`src/rtl/ps2_direction_decoder_if.sv`:
```
// ps2_direction_decoder_if: keyboard pins in, decoded key levels, pulses and byte stream out
interface ps2_direction_decoder_if;
  logic ps2_clk;
  logic ps2_dat;
  logic [3:0] direction;
  logic start_key;
  logic [4:0] press;
  logic byte_valid;
  logic [7:0] byte_data;
  logic frame_err;
  modport master (input ps2_clk, ps2_dat, output direction, start_key, press, byte_valid, byte_data, frame_err);
  modport slave (output ps2_clk, ps2_dat, input direction, start_key, press, byte_valid, byte_data, frame_err);
endinterface

```
`src/rtl/ps2_direction_decoder.sv`:
```
// ps2_direction_decoder: PS/2 frame receiver and scan decoder for start plus four arrow keys
module ps2_direction_decoder #(
  parameter int FILTER_LEN = 8,
  parameter int TIMEOUT = 50000
) (
  input logic clock,
  input logic reset,
  ps2_direction_decoder_if.master bus
);
  localparam int LW = $clog2(FILTER_LEN + 1);
  localparam int TW = $clog2(TIMEOUT + 1);
  typedef enum logic [1:0] {IDLE, DATA, PARITY, STOP} state_t;
  state_t state, state_n;
  logic clk_s1, clk_s2, dat_s1, dat_s2, armed, fall, good, par, ext, brk, is_final;
  logic bv_n, fe_n, byte_valid, frame_err, start_key;
  logic [LW-1:0] low_cnt;
  logic [TW-1:0] tmo_cnt;
  logic [2:0] bit_cnt;
  logic [7:0] shreg, byte_data;
  logic [3:0] direction;
  logic [4:0] press, hit, held;
  // armed blocks a second accept in the same low phase and any accept straight out of reset
  assign fall = armed && !clk_s2 && low_cnt == LW'(FILTER_LEN - 1);
  assign good = dat_s2 && ^{shreg, par};
  assign is_final = byte_data != 8'hE0 && byte_data != 8'hF0;
  assign held = {start_key, direction};
  assign hit = {!ext && byte_data == 8'h1B, ext && byte_data == 8'h75, ext && byte_data == 8'h72,
                ext && byte_data == 8'h6B, ext && byte_data == 8'h74};
  always_comb begin
    state_n = state;
    bv_n = 1'b0;
    fe_n = 1'b0;
    if (fall)
      case (state)
        IDLE: begin
          state_n = dat_s2 ? IDLE : DATA;
          fe_n = dat_s2;
        end
        DATA: state_n = bit_cnt == 3'd7 ? PARITY : DATA;
        PARITY: state_n = STOP;
        default: begin
          state_n = IDLE;
          bv_n = good;
          fe_n = !good;
        end
      endcase
    else if (state != IDLE && tmo_cnt == TW'(TIMEOUT - 1)) begin
      state_n = IDLE;
      fe_n = 1'b1;
    end
  end
  always_ff @(posedge clock) begin
    if (reset) begin
      {clk_s1, clk_s2, dat_s1, dat_s2, armed, par, ext, brk} <= '0;
      {byte_valid, frame_err, start_key} <= '0;
      state <= IDLE;
      low_cnt <= '0;
      tmo_cnt <= '0;
      bit_cnt <= '0;
      shreg <= '0;
      byte_data <= '0;
      direction <= '0;
      press <= '0;
    end else begin
      clk_s1 <= bus.ps2_clk;
      clk_s2 <= clk_s1;
      dat_s1 <= bus.ps2_dat;
      dat_s2 <= dat_s1;
      low_cnt <= clk_s2 ? '0 : low_cnt + LW'(low_cnt != LW'(FILTER_LEN));
      armed <= clk_s2 || (armed && !fall);
      state <= state_n;
      tmo_cnt <= fall ? TW'(1) : state == IDLE ? '0 : tmo_cnt + 1'b1;
      if (fall && state == DATA) shreg <= {dat_s2, shreg[7:1]};
      if (fall) bit_cnt <= state == DATA ? bit_cnt + 1'b1 : '0;
      if (fall && state == PARITY) par <= dat_s2;
      byte_valid <= bv_n;
      frame_err <= fe_n;
      if (bv_n) byte_data <= shreg;
      // typematic repeats of an already held key produce no pulse
      press <= byte_valid && is_final && !brk ? hit & ~held : '0;
      if (byte_valid) begin
        ext <= byte_data == 8'hE0 || (ext && byte_data == 8'hF0);
        brk <= byte_data == 8'hF0 || (brk && byte_data == 8'hE0);
        if (is_final) {start_key, direction} <= brk ? held & ~hit : held | hit;
      end
    end
  end
  assign bus.direction = direction;
  assign bus.start_key = start_key;
  assign bus.press = press;
  assign bus.byte_valid = byte_valid;
  assign bus.byte_data = byte_data;
  assign bus.frame_err = frame_err;
endmodule
```
`src/flat_wrapper.sv`:
```
// flat-port wrapper written by rule: the top's interface ports become plain ports
module ps2_direction_decoder_flat 
#(
  parameter int FILTER_LEN = 8,
  parameter int TIMEOUT = 50000
)
  (clock, reset, bus_ps2_clk, bus_ps2_dat, bus_direction, bus_start_key, bus_press, bus_byte_valid, bus_byte_data, bus_frame_err);
  ps2_direction_decoder_if bus_i ();
  input logic clock;
  input logic reset;
  input wire logic [$bits(bus_i.ps2_clk)-1:0] bus_ps2_clk;
  input wire logic [$bits(bus_i.ps2_dat)-1:0] bus_ps2_dat;
  output wire logic [$bits(bus_i.direction)-1:0] bus_direction;
  output wire logic [$bits(bus_i.start_key)-1:0] bus_start_key;
  output wire logic [$bits(bus_i.press)-1:0] bus_press;
  output wire logic [$bits(bus_i.byte_valid)-1:0] bus_byte_valid;
  output wire logic [$bits(bus_i.byte_data)-1:0] bus_byte_data;
  output wire logic [$bits(bus_i.frame_err)-1:0] bus_frame_err;
  assign bus_i.ps2_clk = bus_ps2_clk;
  assign bus_i.ps2_dat = bus_ps2_dat;
  assign bus_direction = bus_i.direction;
  assign bus_start_key = bus_i.start_key;
  assign bus_press = bus_i.press;
  assign bus_byte_valid = bus_i.byte_valid;
  assign bus_byte_data = bus_i.byte_data;
  assign bus_frame_err = bus_i.frame_err;
  ps2_direction_decoder #(.FILTER_LEN(FILTER_LEN), .TIMEOUT(TIMEOUT)) u_core (.clock(clock), .reset(reset), .bus(bus_i));
endmodule
```
`config.mk`:
```
export PLATFORM = sky130hd
export DESIGN_NAME = ps2_direction_decoder_flat
export DESIGN_NICKNAME = d
export VERILOG_FILES = /design/src/rtl/ps2_direction_decoder_if.sv /design/src/rtl/ps2_direction_decoder.sv /design/src/flat_wrapper.sv
export SDC_FILE = /design/constraint.sdc
export NUM_CORES = 1
export LEC_CHECK = 0
export CAP_MARGIN = 20
export CELL_PAD_IN_SITES_DETAIL_PLACEMENT = 0
export CELL_PAD_IN_SITES_GLOBAL_PLACEMENT = 1
export CORE_MARGIN = 1.5
export CORE_UTILIZATION = 43
export DETAILED_ROUTE_END_ITERATION = 8
export PLACE_DENSITY = 0.84
export SETUP_SLACK_MARGIN = 0.2
export SYNTH_ARGS = -nofsm -noshare
export SYNTH_HDL_FRONTEND = slang
export SYNTH_SLANG_ARGS = --single-unit
```
`constraint.sdc`:
```
create_clock -name clock -period 1.9 [get_ports clock]
set_input_delay 0.38 -clock clock [delete_from_list [all_inputs] [get_ports clock]]
set_output_delay 0.38 -clock clock [all_outputs]
set_load 0.02 [all_outputs]
```
* Word-level counts from Yosys, hierarchy flattened
Cells that the tools add are included.
** Operators by class
- Reduce and logical (&&, ||, !) cells :: 35
- Div/mod/pow operators :: 0
- Add/sub/neg operators :: 3
- Multipliers :: 0
- Bitwise operators :: 6
- Eq/ne operators :: 15
- $lt $le $gt $ge :: 0
- Mux-type cells :: 14
- Shift-type cells :: 0
** Operator list (number)
- 8-bit by 7-bit equality test with 1-bit output, second input constant :: 4
- 1-bit logical AND :: 17
- 16-bit by 1-bit adder with 16-bit output, second input constant :: 1
- 16-bit equality test, second input constant :: 1
- 8-bit equality test, second input constant :: 2
- 8-bit inequality test, second input constant :: 2
- 5-bit bitwise AND :: 2
- 5-bit inverter :: 2
- 9-bit XOR reduction :: 1
- 8-bit by 5-bit equality test with 1-bit output, second input constant :: 1
- 1-bit two-way mux :: 7
- 2-bit two-way mux :: 3
- 2-bit case mux with 3 select lines :: 1
- 2-bit OR reduction :: 3
- 3-bit OR reduction :: 2
- 1-bit logical NOT :: 5
- 5-bit two-way mux :: 1
- 5-bit OR :: 1
- 4-bit by 1-bit adder with 4-bit output :: 1
- 4-bit by 3-bit equality test with 1-bit output, second input constant :: 1
- 4-bit inequality test, second input constant :: 1
- 2-bit nonzero test :: 2
- 3-bit by 1-bit adder with 3-bit output, second input constant :: 1
- 3-bit equality test, second input constant :: 1
- other kinds (8) :: 10
** Storage, ports and cells
- Memory bits (writable) :: 0
- Latch bits :: 0
- ROM bits :: 0
- Bits of input ports :: 4
- Output and inout bits :: 20
- Bits in registers :: 61
- Memories :: 0

* Longest topological paths before layout
Gate-level depths: netlist of the first run.
- Word-level depth :: 6
- Gate-level depth with buffers :: 7
- Mapped depth without buffers :: 7

* Worst setup path after synthesis of the first run
OpenSTA, ideal clock, no wires.
- Kind :: register to register
- Start point :: register u_core.byte_data[0], in the netlist u_core.bus.byte_data[0]
- End point :: register with a tool-made name
- Data required time :: 1.830 ns
- Library setup time :: 0.070 ns
- Path slack :: 0.141 ns
- Data arrival time :: 1.689 ns
- Cell stages (with the launch flop) :: 6
- Path through :: dfxtp_1 > nor2b_1 > nand3_1 > or4b_1 > or3_1 > a21oi_1
** RTL lines
- from (decl) :: line ps2_direction_decoder.sv:19 : logic [7:0] shreg, byte_data;
- from (signal assigned) :: line ps2_direction_decoder.sv:78 : if (bv_n) byte_data <= shreg;

* Worst setup path after layout of the first run
- Start point :: register u_core.shreg[7]
- End point :: register u_core.byte_data[0], in the netlist u_core.bus.byte_data[0]
** On the way
- Word-level cells in the longest chain between the ends :: 4
** RTL lines
- from (decl) :: line ps2_direction_decoder.sv:19
- from (signal assigned) :: line ps2_direction_decoder.sv:73 : if (fall && state == DATA) shreg <= {dat_s2, shreg[7:1]};
- 9-bit XOR reduction :: line ps2_direction_decoder.sv:24 : assign good = dat_s2 && ^{shreg, par};
- 1-bit logical AND :: line ps2_direction_decoder.sv:24
- 1-bit two-way mux :: line ps2_direction_decoder.sv:34 : case (state)
- 1-bit two-way mux :: line ps2_direction_decoder.sv:33 : if (fall)
Every way passes these cells.
A chain may end at the register's enable or synchronous reset.

==> results of run 1 <==
==> registers in the layout, summed over array words and instances, names as in the netlist, 2 cells and up, named ones only <==
register              cells
u_core.bus.press          5
u_core.bus.byte_data      8
u_core.bit_cnt            3
u_core.low_cnt            4
u_core.tmo_cnt           16
u_core.shreg              8
u_core.state              2
==> what timing repair did <==
action | 4_1_cts | 5_1_grt
pin swaps | 5 | 15
cloned | 1 | 1
endpoints found under the setup margin | 36 | 26
gates resized for setup | 18 | 30
buffers inserted | 2 | 4
==> power breakdown <==
group / internal (mW) / switching, mW
clock network: 0.525 / 0.473
logic: 0.0211 / 0.0255
registers: 1.29 / 0.0100
total: 1.83 / 0.508
==> cell families (layout without fill, tap and decap cells) <==
group / count (synthesis) / after routing
muxes: 3 / 3
AOI/OAI and AO/OA: 45 / 45
adders and majority gates: 7 / 7
DFF: 61 / 61
buffers and inverters: 23 / 60
xor gates and xnor gates: 23 / 24
and+or+nand+nor: 131 / 131
==> layer usage <==
metal	global-route usage (%)	up-vias	wire length (um)	share of wire, %
met1	21.9	986	2530	48
met5	0	-	0	0
met4	10.9	0	102	2.0
met2	25.9	25	2440	47
li1	-	1090	-	-
met3	4.04	9	141	2.7
==> cells in the mapped netlist, drive strengths merged (2+ instances only) <==
cell,count
dfxtp,61
nor2,37
a21oi,25
nand2,20
nand4,13
o21ai,13
nand3,12
nor3,12
xnor2,11
xor2,11
clkbuf,10
inv,9
or3,9
ha,7
nor2b,7
and3,5
buf,4
a22oi,3
mux2i,3
nor4,3
nand3b,2
nand4b,2
nor3b,2
==> area by class of cell <==
class / count / share of cell area [%]
Clock buffer: 12 / 4.73
Multi-Input combinational cell: 210 / 43.3
Inverter: 9 / 1.03
Tap cell: 75 / 2.86
Clock inverter: 2 / 0.305
Timing Repair Buffer: 37 / 9.96
Sequential cell: 61 / 37.8
==> final timing paths <==
kind / from / endpoint / slack [ns]
worst max-delay path: u_core.shreg[7]$_SDFFE_PP0P_ / u_core.bus.byte_data[0]$_SDFFE_PP0P_ / 0.21
worst min-delay path: flip-flop / u_core.bus.press[0]$_SDFF_PP0_ / 0.43
worst max register to register: u_core.shreg[7]$_SDFFE_PP0P_ / u_core.bus.byte_data[0]$_SDFFE_PP0P_ / 0.21
worst min register to register: flip-flop / u_core.bus.press[0]$_SDFF_PP0_ / 0.43
==> placed cells by master, fill, tap and decap left out, drive strengths merged, types with 11 or more instances in the layout <==
cell,synthesis,layout
nand2,20,20
nor2,37,37
dlygate4sd2,0,11
xor2,11,12
nand3,12,12
dfxtp,61,61
xnor2,11,11
a21oi,25,25
nor3,12,12
buf,4,14
clkbuf,10,12
o21ai,13,13
nand4,13,13
==> flow_summary.toml, run 1 <==
[status]
status = "completed"

[sta]
worst_pin_slew_ns = 0.505
finalWorstSetupSlack_ns = 0.207
rsz0062_at_grt = "yes"
fin_setup_tns_ns = 0
drv_slew = 0
fin_crit_ns = 1.69
final.setup_skew_ns = 0.00611
hold_viol = 0
holdWs_ns = 0.432
fmax_mhz = 591
period_share_pct = 89.1
relSlewSlack_pct = 66.0
setup_viol = 0

[logic_synthesis]
ys_types = 40
synth_edf_count = 0
synth_warnings = 0
synth_compound_area_share_pct = 10.0
synth_top_area_share_pct = 46.6
synthAdderAreaFrac_pct = 3.34
synth_top_family_by_area = "simple AND/OR/NAND/NOR gates"
syn_nets = 304
yosys-top-cells-area = "dfxtp_1 (47%), nor2_1 (5.2%), a21oi_1 (4.8%)"
synth_mux_area_share_pct = 1.15
synth_cells = 293
ys_ff_latch = 61
syn_area_mm2 = 0.00262
ys_async_sr_fraction_pct = 0
syn_area_per_cell_um2 = 8.94
synth_xor_area_share_pct = 9.55
yosysTopAreaCell = "dfxtp_1"
synth_top_flop_cell = "dfxtp_1"
synth-simple-area-share_pct = 25.7
yosysSeqAreaShare_pct = 46.6

[worst_hold_path]
hold_path_class = "flip-flop to flip-flop"
min_path_cells = 1

[place]
dp_cells = 384
routabilityCongestion = 0.809
placed_area_mm2 = 0.00294
place_hpwl_mm = 3.28
io_buffers = 23
dp_slack_ns = 0.107

[setup_path]
critPathTopFamily = "XOR/XNOR gates"
start_kind = "flip-flop"
worst-setup-path-type = "flip-flop to flip-flop"
arrival_ns = 1.95
worst_ep_required_time_ns = 2.16
path_cells = "xnor2_2 -> xnor3_2 -> xnor2_4 -> nand4_1 -> a21oi_1"
critPathMaxStageDelay_ns = 0.55
cp_max_fo = 8
end_kind = "flip-flop"
worstSetupPathDepth = 5
crit_buf_inv = 0
crit_slowest_cell = "xnor3_2"
r2r_cells = 5

[power_and_ir_drop]
power.leakage_nw = 1.22
p_per_area_mw_per_mm2 = 714
ir_worst_vdd_v = 0.000390
total_power_mw = 2.34

[layout]
layout-drive-gt1-share_pct = 18.4
seqCellArea_mm2 = 0.00124
design_area_mm2 = 0.00328
instances_no_fill = 406
multi_input_area_mm2 = 0.00142
fin_util_pct = 55.7
fillers = 533
final_nets = 339
area_delta_synth_final_pct = 25.1
n_antenna_cell = 0

[grt]
grt.overflow.total = 0
grt_pass1_wl_mm = 8.60
grt_max_degree = 37
first_global_vias = 1890
antenna_found_initial = 0
grt_use_total_pct = 17.1

[floorplan]
rows = 28
dieWidth_um = 81.1
die-area_mm2 = 0.00657
core_area_mm2 = 0.00589
pin_count = 24
start_util_pct = 44.5
die_h_um = 81.1

[routing]
finalWirelength_mm = 5.22
drc = 0
vias_per_cell = 5.20
antenna_left = 0
firstDrtPassIters = 4
wire_per_inst_um = 12.8
via_count = 2110
drt_iter0_drc = 76

[clock_tree]
cts_buffers = 9
cts_sinks = 61
cts_tree = "built"
clk_latency_ns = 0.34
cts_htree_levels = 3
cts-hold-fix-buffers = 0
cts-root-buf = "clkbuf_8"
path_clk_slew_ns = 0.07
cts_buffer_depth = 2

[flow_run]
drv_cap = 0
Power figures use the tool's default switching activity.
==> run 2: changes to the inputs <==
SKIP_CTS_REPAIR_TIMING = 1   (was unset)
==> flow_summary.toml, run 2 (same netlist as run 1, synthesis figures left out) <==
[status]
status = "completed"

[setup_path]
crit_buf_inv = 0
start_kind = "flip-flop"
end_kind = "flip-flop"
crit_slowest_cell = "xnor3_2"
critPathTopFamily = "XOR/XNOR gates"
critPathMaxStageDelay_ns = 0.57
worst_ep_required_time_ns = 2.15
cp_max_fo = 5
arrival_ns = 1.99
path_cells = "xnor2_2 -> xnor3_2 -> xor2_4 -> o211ai_2 -> a311oi_2"
worst-setup-path-type = "flip-flop to flip-flop"

[routing]
firstDrtPassIters = 4
antenna_left = 0
wire_per_inst_um = 12.7
drt_iter0_drc = 68
via_count = 2127
finalWirelength_mm = 5.10
drc = 0
vias_per_cell = 5.28

[layout]
final_nets = 336
multi_input_area_mm2 = 0.00139
layout_commonest_cell = "dfxtp_1"
area_delta_synth_final_pct = 24.8
fillers = 531
seqCellArea_mm2 = 0.00123
instances_no_fill = 403
layout-drive-gt1-share_pct = 15.2
final_cell_mix = "dfxtp_1 (54), nor2_1 (35), a21oi_1 (24)"
reg_top3 = "u_core.tmo_cnt (16), u_core.bus.byte_data (8), u_core.shreg (8)"
regMostFlops = "u_core.tmo_cnt"
largest_register_ffs = 16
n_antenna_cell = 0

[grt]
grt.overflow.total = 0
first_global_vias = 1874
grt_use_total_pct = 16.8
grt_pass1_wl_mm = 8.45
grt_max_degree = 37
antenna_found_initial = 0

[sta]
fmax_mhz = 575
setup_viol = 0
holdWs_ns = 0.431
fin_setup_tns_ns = 0
fin_crit_ns = 1.74
rsz0062_at_grt = "yes"
final.setup_skew_ns = 0.00839
relSlewSlack_pct = 66.4
period_share_pct = 91.5
hold_viol = 0
drv_slew = 0
worst_pin_slew_ns = 0.500

[clock_tree]
cts_buffers = 9
cts_sinks = 61
cts-root-buf = "clkbuf_8"
cts_htree_levels = 3
path_clk_slew_ns = 0.07
cts_tree = "built"
cts_buffer_depth = 2
clk_latency_ns = 0.34

[floorplan]
start_util_pct = 44.5
core_area_mm2 = 0.00589
rows = 28
die_h_um = 81.1
die-area_mm2 = 0.00657
pin_count = 24
dieWidth_um = 81.1

[power_and_ir_drop]
power.leakage_nw = 1.36
ir_worst_vdd_v = 0.000390
power.share.clock_pct = 42.4
p_per_area_mw_per_mm2 = 713
p_switching_uw = 498
p_seq_share_pct = 55.6
p_int_mw = 1.83
power_frac_comb_pct = 2.0
sw_frac_of_total_pct = 21.3
total_power_mw = 2.33

[place]
place_hpwl_mm = 3.28
routabilityCongestion = 0.809
dp_cells = 384
io_buffers = 23

[worst_hold_path]
hold_path_class = "flip-flop to flip-flop"

[flow_run]
drv_cap = 0
==> run 2: cell types whose count changed in the layout (fill, tap and decap cells not counted), sizes merged <==
cell / before / now
dlymetal6s2s: 3 / 14
dlygate4sd2: 11 / 0
buf: 14 / 11
==> run 2: worst paths after layout <==
kind,from,to,slack [ns],depth (start not counted)
worst min register to register,flip-flop,u_core.bus.press[0]$_SDFF_PP0_,0.43,1
worst max-delay path,u_core.shreg[4]$_SDFFE_PP0P_,u_core.bus.frame_err$_SDFF_PP0_,0.16,5
worst min-delay path,flip-flop,u_core.bus.press[0]$_SDFF_PP0_,0.43,1
worst max register to register,u_core.shreg[4]$_SDFFE_PP0P_,u_core.bus.frame_err$_SDFF_PP0_,0.16,5
==> run 2: cell type report <==
cell class | count | share of cell area (%)
timing repair buffer | 34 | 10.7
tap | 75 | 2.87
sequential | 61 | 37.8
inverter | 9 | 1.03
clock buffer | 12 | 4.75
clock inverter | 2 | 0.306
multi-input combinational | 210 | 42.6
==> run 2: per-stage QoR <==
stage / setup slack, ns / instance area [um^2] / utilization [%]
global placement: 0.150 / 2940 / 49.9
global route: 0.0532 / 3270 / 55.5
floorplan: 0.238 / 2620 / -
detailed placement: 0.107 / 2940 / 49.9
CTS: 0.0649 / 3100 / 52.7
finish: 0.162 / 3270 / 55.5
==> run 2: power groups by stage <==
stage / Clock, mW / Sequential (mW) / Combinational (mW)
floorplan: 0 / 1.32 / 0.0323
global placement: 0 / 1.33 / 0.0459
detailed placement: 0 / 1.33 / 0.0465
CTS: 1.02 / 1.30 / 0.0467
global route: 1.09 / 1.30 / 0.0529
finish: 0.988 / 1.30 / 0.0467
==> run 2: layer usage <==
layer / routed length [um] / GRT usage, %
met1: 2440 / 21.3
met3: 154 / 4.04
met2: 2370 / 25.3
met5: 0 / 0
met4: 128 / 10.9
==> run 3: changes to the inputs <==
HOLD_SLACK_MARGIN = 0.03   (was unset)
==> results of run 3 <==
No change in the layout: final DEF, timing and power equal those of run 2.
